### src/rtl/mem_req_pkg.sv
// mem_req_pkg: shared types and default widths for the memory request front end.
//   ADDR_W_DEF/DATA_W_DEF/KEY_W_DEF : default address, data and key widths
//   state_t                         : controller FSM states
//   cmd_t                           : buffered client command
package mem_req_pkg;

    localparam int ADDR_W_DEF = 10;
    localparam int DATA_W_DEF = 32;
    localparam int KEY_W_DEF  = 16;

    typedef enum logic [1:0] {IDLE, ISSUE, WAIT, RESP} state_t;

    typedef struct packed {
        logic                  write;
        logic [ADDR_W_DEF-1:0] addr;
        logic [DATA_W_DEF-1:0] wdata;
        logic [KEY_W_DEF-1:0]  key;
    } cmd_t;

endpackage

### src/rtl/mem_req_ctrl_fifo.sv
// req_fifo: synchronous command FIFO with async reset and full/empty flags.
//   clk, rst        : clock, asynchronous active-high reset
//   i_push, i_data  : write strobe and command (ignored when full)
//   i_pop           : read strobe (ignored when empty)
//   o_data          : head command, valid while !o_empty
//   o_full, o_empty : registered occupancy flags
module req_fifo
    import mem_req_pkg::*;
#(
    parameter int DEPTH = 4
) (
    input  logic clk,
    input  logic rst,
    input  logic i_push,
    input  cmd_t i_data,
    input  logic i_pop,
    output cmd_t o_data,
    output logic o_full,
    output logic o_empty
);

    localparam int PW = $clog2(DEPTH);

    cmd_t          r_mem [DEPTH];
    logic [PW-1:0] r_wr;
    logic [PW-1:0] r_rd;
    logic [PW:0]   r_cnt;
    logic          w_push;
    logic          w_pop;

    assign w_push  = i_push && !o_full;
    assign w_pop   = i_pop && !o_empty;
    // DEPTH is a power of two, so the count MSB alone marks full
    assign o_full  = r_cnt[PW];
    assign o_empty = r_cnt == '0;
    assign o_data  = r_mem[r_rd];

    always_ff @(posedge clk) begin
        if (w_push) r_mem[r_wr] <= i_data;
    end

    always_ff @(posedge clk or posedge rst) begin
        if (rst) begin
            r_wr  <= '0;
            r_rd  <= '0;
            r_cnt <= '0;
        end else begin
            if (w_push) r_wr <= r_wr + PW'(1);
            if (w_pop) r_rd <= r_rd + PW'(1);
            r_cnt <= r_cnt + {{PW{1'b0}}, w_push} - {{PW{1'b0}}, w_pop};
        end
    end

endmodule

### src/rtl/mem_req_ctrl.sv
// mem_req_ctrl: key-checked, in-order request front end for a 1024x32 shared memory.
//   clk, rst                              : clock, asynchronous active-high reset
//   req_valid/req_ready                   : command handshake (req_ready = !full)
//   req_write, req_addr, req_wdata, req_key : command fields
//   rsp_valid/rsp_ready                   : response handshake
//   rsp_rdata, rsp_err                    : read data (0 for writes/errors), key mismatch flag
//   err_count                             : saturating count of rejected commands
//   mem_key                               : memory key_access value
//   mem_wenable, mem_renable              : single-cycle access pulses
//   mem_write_address, mem_read_address   : command address
//   mem_data_in, mem_data_out             : write data out, registered read data in
module mem_req_ctrl
    import mem_req_pkg::*;
#(
    parameter int ADDR_W = ADDR_W_DEF,
    parameter int DATA_W = DATA_W_DEF,
    parameter int KEY_W  = KEY_W_DEF,
    parameter int DEPTH  = 4
) (
    input  logic              clk,
    input  logic              rst,
    input  logic              req_valid,
    output logic              req_ready,
    input  logic              req_write,
    input  logic [ADDR_W-1:0] req_addr,
    input  logic [DATA_W-1:0] req_wdata,
    input  logic [KEY_W-1:0]  req_key,
    output logic              rsp_valid,
    input  logic              rsp_ready,
    output logic [DATA_W-1:0] rsp_rdata,
    output logic              rsp_err,
    output logic [7:0]        err_count,
    input  logic [KEY_W-1:0]  mem_key,
    output logic              mem_wenable,
    output logic              mem_renable,
    output logic [ADDR_W-1:0] mem_write_address,
    output logic [ADDR_W-1:0] mem_read_address,
    output logic [DATA_W-1:0] mem_data_in,
    input  logic [DATA_W-1:0] mem_data_out
);

    state_t            r_state;
    logic              r_write;
    logic [ADDR_W-1:0] r_addr;
    logic [DATA_W-1:0] r_wdata;
    logic              r_wen;
    logic              r_ren;
    logic              r_rsp_valid;
    logic              r_rsp_err;
    logic [DATA_W-1:0] r_rdata;
    logic [7:0]        r_err_count;
    cmd_t              w_in;
    cmd_t              w_head;
    logic              w_full;
    logic              w_empty;
    logic              w_pop;

    assign w_in = '{write: req_write, addr: req_addr, wdata: req_wdata, key: req_key};
    assign w_pop = r_state == IDLE && !w_empty;

    req_fifo #(.DEPTH(DEPTH)) u_fifo (
        .clk     (clk),
        .rst     (rst),
        .i_push  (req_valid),
        .i_data  (w_in),
        .i_pop   (w_pop),
        .o_data  (w_head),
        .o_full  (w_full),
        .o_empty (w_empty)
    );

    assign req_ready         = !w_full;
    assign rsp_valid         = r_rsp_valid;
    assign rsp_rdata         = r_rdata;
    assign rsp_err           = r_rsp_err;
    assign err_count         = r_err_count;
    assign mem_wenable       = r_wen;
    assign mem_renable       = r_ren;
    assign mem_write_address = r_addr;
    assign mem_read_address  = r_addr;
    assign mem_data_in       = r_wdata;

    always_ff @(posedge clk or posedge rst) begin
        if (rst) begin
            r_state     <= IDLE;
            r_write     <= 1'b0;
            r_addr      <= '0;
            r_wdata     <= '0;
            r_wen       <= 1'b0;
            r_ren       <= 1'b0;
            r_rsp_valid <= 1'b0;
            r_rsp_err   <= 1'b0;
            r_rdata     <= '0;
            r_err_count <= '0;
        end else begin
            case (r_state)
                IDLE: begin
                    if (!w_empty) begin
                        r_write <= w_head.write;
                        r_addr  <= w_head.addr;
                        r_wdata <= w_head.wdata;
                        // key is judged at pop time; a rejected command never touches memory
                        if (w_head.key == mem_key) begin
                            r_state <= ISSUE;
                            r_wen   <= w_head.write;
                            r_ren   <= !w_head.write;
                        end else begin
                            r_state     <= RESP;
                            r_rsp_valid <= 1'b1;
                            r_rsp_err   <= 1'b1;
                            r_rdata     <= '0;
                            if (r_err_count != 8'hFF) r_err_count <= r_err_count + 8'd1;
                        end
                    end
                end
                ISSUE: begin
                    r_wen       <= 1'b0;
                    r_ren       <= 1'b0;
                    r_rsp_err   <= 1'b0;
                    r_rdata     <= '0;
                    r_rsp_valid <= r_write;
                    r_state     <= r_write ? RESP : WAIT;
                end
                WAIT: begin
                    // memory output register now holds the word read during ISSUE
                    r_rdata     <= mem_data_out;
                    r_rsp_valid <= 1'b1;
                    r_state     <= RESP;
                end
                RESP: begin
                    if (rsp_ready) begin
                        r_rsp_valid <= 1'b0;
                        r_rsp_err   <= 1'b0;
                        r_rdata     <= '0;
                        r_state     <= IDLE;
                    end
                end
                default: r_state <= IDLE;
            endcase
        end
    end

endmodule

### config.mk
export PLATFORM = sky130hd
export DESIGN_NAME = mem_req_ctrl
export DESIGN_NICKNAME = d
export VERILOG_FILES = /design/src/rtl/mem_req_pkg.sv /design/src/rtl/mem_req_ctrl_fifo.sv /design/src/rtl/mem_req_ctrl.sv
export SDC_FILE = /design/constraint.sdc
export NUM_CORES = 1
export LEC_CHECK = 0
export ABC_AREA = 0
export ABC_CLOCK_PERIOD_IN_PS = 9700
export BUFFER_PORTS_ARGS = -buffer_cell sky130_fd_sc_hd__buf_2
export CELL_PAD_IN_SITES_DETAIL_PLACEMENT = 0
export CELL_PAD_IN_SITES_GLOBAL_PLACEMENT = 1
export CORE_MARGIN = 1.5
export CORE_UTILIZATION = 50
export CTS_CLUSTER_DIAMETER = 50
export CTS_CLUSTER_SIZE = 14
export DETAILED_ROUTE_END_ITERATION = 16
export PLACE_DENSITY_LB_ADDON = 0.1
export SKIP_LAST_GASP = 1
export SYNTH_ARGS = -nofsm -noshare
export SYNTH_HDL_FRONTEND = slang
export SYNTH_SLANG_ARGS = --single-unit
### constraint.sdc
create_clock -name clk -period 9.7 [get_ports clk]
set_clock_uncertainty 0.05 [all_clocks]
set_input_delay 0.97 -clock clk [delete_from_list [all_inputs] [get_ports clk]]
set_output_delay 0.97 -clock clk [all_outputs]
set_load 0.1 [all_outputs]
==> Word-level counts from Yosys, hierarchy flattened <==
Memory sizes are Yosys's and may differ from the RTL's.
Index checks and enable logic that the tools add are counted.
{ "word_totals": {"ram_bits": 236, "out_inout_bits": 97, "memories": 1, "wordCells": 68, "ff_bits": 96} }
{ "op_classes": {"muxes": 22, "n_bitwise": 2, "add_sub_neg": 5, "n_reduce_logical": 16, "n_eq_ne": 9} }
{ "memory_table": {"columns": ["name", "depth", "width", "rd", "rd_ports_with_merged_regs", "write_ports", "line", "rtl"], "rows": [
  ["u_fifo.r_mem", 4, 59, 1, 0, 1, "mem_req_ctrl_fifo.sv:24", "cmd_t r_mem [DEPTH];"]
]} }
{ "ops": {"columns": ["op", "n"], "rows": [
  ["$pmux W32 S4", 1],
  ["$mux W32", 3],
  ["$eq A16 B16 Y1", 1],
  ["$mux W1", 10],
  ["$add A8 B1 Y8 const B", 1],
  ["$ne A8 B8 Y1 const B", 1],
  ["$pmux W2 S4", 1],
  ["$reduce_and A4 Y1", 2],
  ["$mux W2", 3],
  ["$ne A2 B2 Y1 const B", 3],
  ["$reduce_and A3 Y1", 2],
  ["$add A2 B1 Y2 const B", 2],
  ["$eq A2 B2 Y1 const B", 2],
  ["$pmux W1 S2", 2],
  ["$pmux W1 S4", 1],
  ["$reduce_and A2 Y1", 2],
  ["$add A3 B1 Y3", 1],
  ["$logic_and A1 B1 Y1", 3],
  ["$logic_not A1 Y1", 3],
  ["$logic_not A3 Y1", 1],
  ["$pmux W1 S3", 1],
  ["$reduce_bool A3 Y1", 1],
  ["$sub A3 B1 Y3", 1],
  ["$eq A2 B1 Y1 const B", 1],
  ["other kinds (4)", 5]
]} }

==> Longest topological paths before layout <==
{ "logic_depth": {"ltp_word": 5, "depth_mapped": 15, "depth_no_buf": 11} }

==> Hierarchy <==
From an unflattened synthesis, not the netlist that was laid out.
{ "unflattened": {"cells_unflattened": 770, "hier_area_um2": 13038.8} }
{ "modules_own_cells": {"columns": ["module", "seq_area_each_um2", "n_inst", "cells_each", "area_per_inst_um2"], "rows": [
  ["req_fifo", 7262.0, 1, 345, 8992.4],
  ["mem_req_ctrl", 2227.1, 1, 425, 4046.4]
]} }

==> Least setup slack after synthesis <==
OpenSTA, ideal clock, no wires.
{ "synth_path": {"kind": "input -> register", "from": "in req_valid", "to": "mem u_fifo.r_mem[0][0] in the netlist's numbering (enable)", "arrival_time_ns": 2.738, "n_path_buf": 1, "slack_ns": 6.489, "path_stages": 3, "path_cell_list": "nor2b_1 clkbuf_1 and2_1"} }
{ "synth_via": {"elab_chain_cells": 3} }
{ "synth_rtl": {"columns": ["element", "line", "rtl"], "rows": [
  ["start: declaration", "mem_req_ctrl.sv:22", "input logic req_valid,"],
  ["$logic_and A1 B1 Y1", "mem_req_ctrl_fifo.sv:31", "assign w_push = i_push && !o_full;"],
  ["net u_fifo.w_push", "mem_req_ctrl_fifo.sv:28", "logic w_push;"],
  ["$mux W1", "mem_req_ctrl_fifo.sv:39", "if (w_push) r_mem[r_wr] <= i_data;"],
  ["$mux W1 (not written as such)", "mem_req_ctrl_fifo.sv:39", null],
  ["end: declaration", "mem_req_ctrl_fifo.sv:24", null]
]} }
The timed path passes the listed nets, and every way through them passes these cells.

==> Final worst setup path <==
{ "layout_path": {"from": "reg u_fifo.r_rd[0]", "to": "reg r_rsp_valid, in the netlist rsp_valid"} }
{ "layout_via": {"elab_chain_cells": 4} }
{ "layout_rtl": {"columns": ["element", "line", "rtl"], "rows": [
  ["start: declaration", "mem_req_ctrl_fifo.sv:26", "logic [PW-1:0] r_rd;"],
  ["start signal: assignment", "mem_req_ctrl_fifo.sv:49", "if (w_pop) r_rd <= r_rd + PW'(1);"],
  ["$mem_v2 Z4 W59", null, null],
  ["$eq A16 B16 Y1", "mem_req_ctrl.sv:103", "if (w_head.key == mem_key) begin"],
  ["$ne A2 B2 Y1 (no source line)", null, null],
  ["$reduce_and A3 Y1 (no source line)", null, null],
  ["end signal: assignment", "mem_req_ctrl.sv:121", "r_rsp_valid <= r_write;"],
  ["end: declaration", "mem_req_ctrl.sv:48", "logic r_rsp_valid;"]
]} }
No other way between the ends.
A chain may end at the register's enable or synchronous reset.

==> impl_metrics.yaml <==
global_route:
  grt_max_degree: 71
  grt_pass1_wl_um: 38700
  grt.overflow.total: 0
  grt_pass1_vias: 7175
  grt_usage_pct: 19.0
  antenna_found_initial: 5
cells_and_area:
  multi_input_area_mm2: 0.00303
  fin_nets: 1101
  sequential_cell_area_mm2: 0.00949
  final_layout_size_suffix_gt1_share_pct: 33.3
  fill_cells: 1942
  area_growth_pct: 17.8
logic_synthesis:
  syn-instance-count: 771
  synth_xor_xnor_area_share_pct: 1.90
  ys_seq_area_share_pct: 73.5
  syn_avg_cell_area_um2: 16.7
  yosysTopAreaCellShare_pct: 54.9
  synth_top_family_by_area: "multiplexers"
  yosysWarnings: 0
  yosys.area_share.simple_pct: 6.25
  synthMuxAreaShare_pct: 13.1
  synthTopCellsByArea: "edfxtp_1 55%, dfrtp_1 19%, mux4_2 10%"
  ys_async_sr_fraction_pct: 28.9
  synth_top_cell_by_area: "edfxtp_1"
  syn_nets: 895
  synthAdderAreaFrac_pct: 1.32
  ys_seq_elements: 332
  synthDistinctLibCells: 37
  synth_ff_type: "edfxtp_1"
  syn_area_mm2: 0.0129
  synth_compound_area_share_pct: 0.756
  synth-edff-count: 236
floorplanning:
  dieHeight_um: 164
  io_pins: 208
  row_count: 58
  die_w_um: 164
  dieArea_mm2: 0.0268
  initial_core_util_pct: 51.1
  core_area_mm2: 0.0253
setup_path:
  cp_cell_sequence: "buf_4 > mux4_2 > xnor2_1 > nand4_1 > nor4_4 > a21oi_4 > buf_4 > mux2_2"
  crit_arrival_ns: 4.59
  critPathMostFrequentCell: "buf_4"
  worstPathRequired_ns: 10.08
  start_kind: "flip-flop"
  end_kind: "flip-flop"
  cp_max_fo: 36
  critPathTopFamily: "buffers and inverters"
  slowest_delay_ns: 0.79
  path_buf_inv: 2
  criticalPathCategory: "reg2reg"
  cpMaxStageDelayCell: "dfrtp_4"
clocking:
  clockBufferDepth: 3
  cts_max_level: 1
  cts_sinks: 332
  clk_latency_ns: 0.56
  cts_tree: "yes"
  hold_buffers: 0
  cts_buffers: 31
  ctsResizeCount: 0
  clk_pin_slew_ns: 0.06
  cts_root_buffer: "clkbuf_16"
  post_cts_buffers: 0
sta:
  fin_setup_tns_ns: 0
  fmax_mhz: 238
  fin_crit_sh_pct: 43.4
  min_period_ns: 4.21
  max_slew_margin_pct: 26.2
  finalHoldViolCount: 0
  setup_viol: 0
  slew_viol_final: 0
  rsz0062_at_grt: "false"
  worst_pin_slew_ns: 1.11
detailed_routing:
  routed_wl_um: 24900
  post_drt_via_cell_ratio: 5.11
  drc: 0
  ant_nets: 0
  wl_per_cell_um: 18.7
  drt_iter0_markers: 254
  vias: 6805
  first_pass_iters: 4
placed_design:
  port_buffers: 207
  globalplace.congestion: 0.754
  dp_hpwl_um: 15700
outcome:
  status: "complete, no violations"
run:
  drv_cap: 0
hold_path:
  hp-class: "in2async"
==> cell type report <==
class                   count  share of cell area, %
flip-flops and latches    332                   62.4
multi-input cells         349                   19.9
repair buffers            216                   7.26
clock buffers              43                   5.40
well taps                 330                   2.72
inverters                  47                   1.18
clock inverters            14                   1.08
diodes                      1                 0.0165
==> routing by layer <==
metal	part of all wire, %	global-route usage [%]	up-vias
li1	-	-	3178
met1	42	24.1	3389
met2	50	33.5	185
met3	6.3	3.71	45
met4	1.7	4.63	8
met5	0.21	0	-
==> layout by cell type (no fill, tap or decap), types with 4 or more instances in the layout <==
cell / netlist / layout
edfxtp_1: 236 / 236
buf_2: 6 / 207
nand2_1: 171 / 171
dfrtp_1: 96 / 94
mux4_2: 59 / 59
inv_1: 47 / 45
mux2i_1: 33 / 33
clkbuf_16: 0 / 31
xnor2_1: 21 / 21
ha_1: 12 / 12
clkbuf_1: 17 / 12
buf_4: 11 / 9
xor2_1: 7 / 7
o21ai_0: 5 / 5
nor2_1: 5 / 5
clkinv_2: 0 / 5
nand4_1: 4 / 4
and2_2: 0 / 4
==> worst reg2reg max path, delay by kind of cell (launching register included) <==
kind | cells | cell delay [ns]
flip-flops | 1 | 0.79
multiplexers | 2 | 0.97
buffers and inverters | 2 | 1.00
AND/OR/NAND/NOR | 2 | 0.97
XOR/XNOR | 1 | 0.21
AO/OA/AOI/OAI | 1 | 0.10
==> synth_stat cells, types with 2 or more instances <==
cell,instances
buf_2,6
nand3_1,3
clkbuf_1,17
nor2_1,5
buf_4,11
mux4_2,59
xnor2_1,21
dfrtp_1,96
xor2_1,7
nor3_1,3
edfxtp_1,236
and2_1,5
o21ai_0,5
inv_1,47
nand2_1,171
and3_1,2
nor2b_1,2
nand4_1,4
ha_1,12
buf_6,2
buf_1,7
a21oi_1,2
mux2_1,2
mux2i_1,33
==> kinds of logic (layout without fill, tap and decap cells) <==
kind of cell | count (synthesis) | after routing
simple gates | 198 | 198
compound gates | 15 | 15
flops | 332 | 332
fa+ha+maj | 13 | 13
xor+xnor | 28 | 28
buf+inv | 90 | 320
mux | 95 | 95
other cells | 0 | 1
==> final timing paths <==
kind / startpoint / to / slack [ns] / depth (start not counted)
setup / recovery: u_fifo.r_rd[0]$_DFFE_PP0P_ / rsp_valid$_DFFE_PP0P_ / 5.49 / 8
hold / removal: rst / mem_data_in[14]$_DFFE_PP0P_ / 0.35 / 2
setup reg to reg: u_fifo.r_rd[0]$_DFFE_PP0P_ / rsp_valid$_DFFE_PP0P_ / 5.49 / 8
hold reg to reg: mem_data_in[21]$_DFFE_PP0P_ / mem_data_in[21]$_DFFE_PP0P_ / 0.42 / 2
max in group asynchronous: rst / u_fifo.r_rd[0]$_DFFE_PP0P_ / 7.91 / 3
min in group clk: mem_data_in[21]$_DFFE_PP0P_ / mem_data_in[21]$_DFFE_PP0P_ / 0.42 / 2
==> flip-flops by register name (all words and copies together) (netlist names) <==
register          cells
u_fifo.r_mem        236
mem_data_in          32
rsp_rdata            32
mem_read_address     10
err_count             8
u_fifo.r_cnt          3
r_state               2
u_fifo.r_rd           2
u_fifo.r_wr           2
mem_renable           1
mem_wenable           1
r_write               1
rsp_err               1
rsp_valid             1
==> through the flow <==
step                      std cells  hold WS (ns)  setup WS (ns)  util [%]  instance area, um2
final                          1332         0.350           5.49      60.2               15200
after global routing           1331         0.367           5.21      60.2               15200
after CTS                      1331         0.341           5.42      60.2               15200
after detailed placement       1274         0.412           5.49      56.3               14200
after global placement         1274         0.404           5.50      56.3               14200
after floorplan                 771         0.396           6.17         -               12900
Power is left out: the tool's default activity adds up to more than one toggle a clock period on the data nets, which glitch-free logic cannot reach.
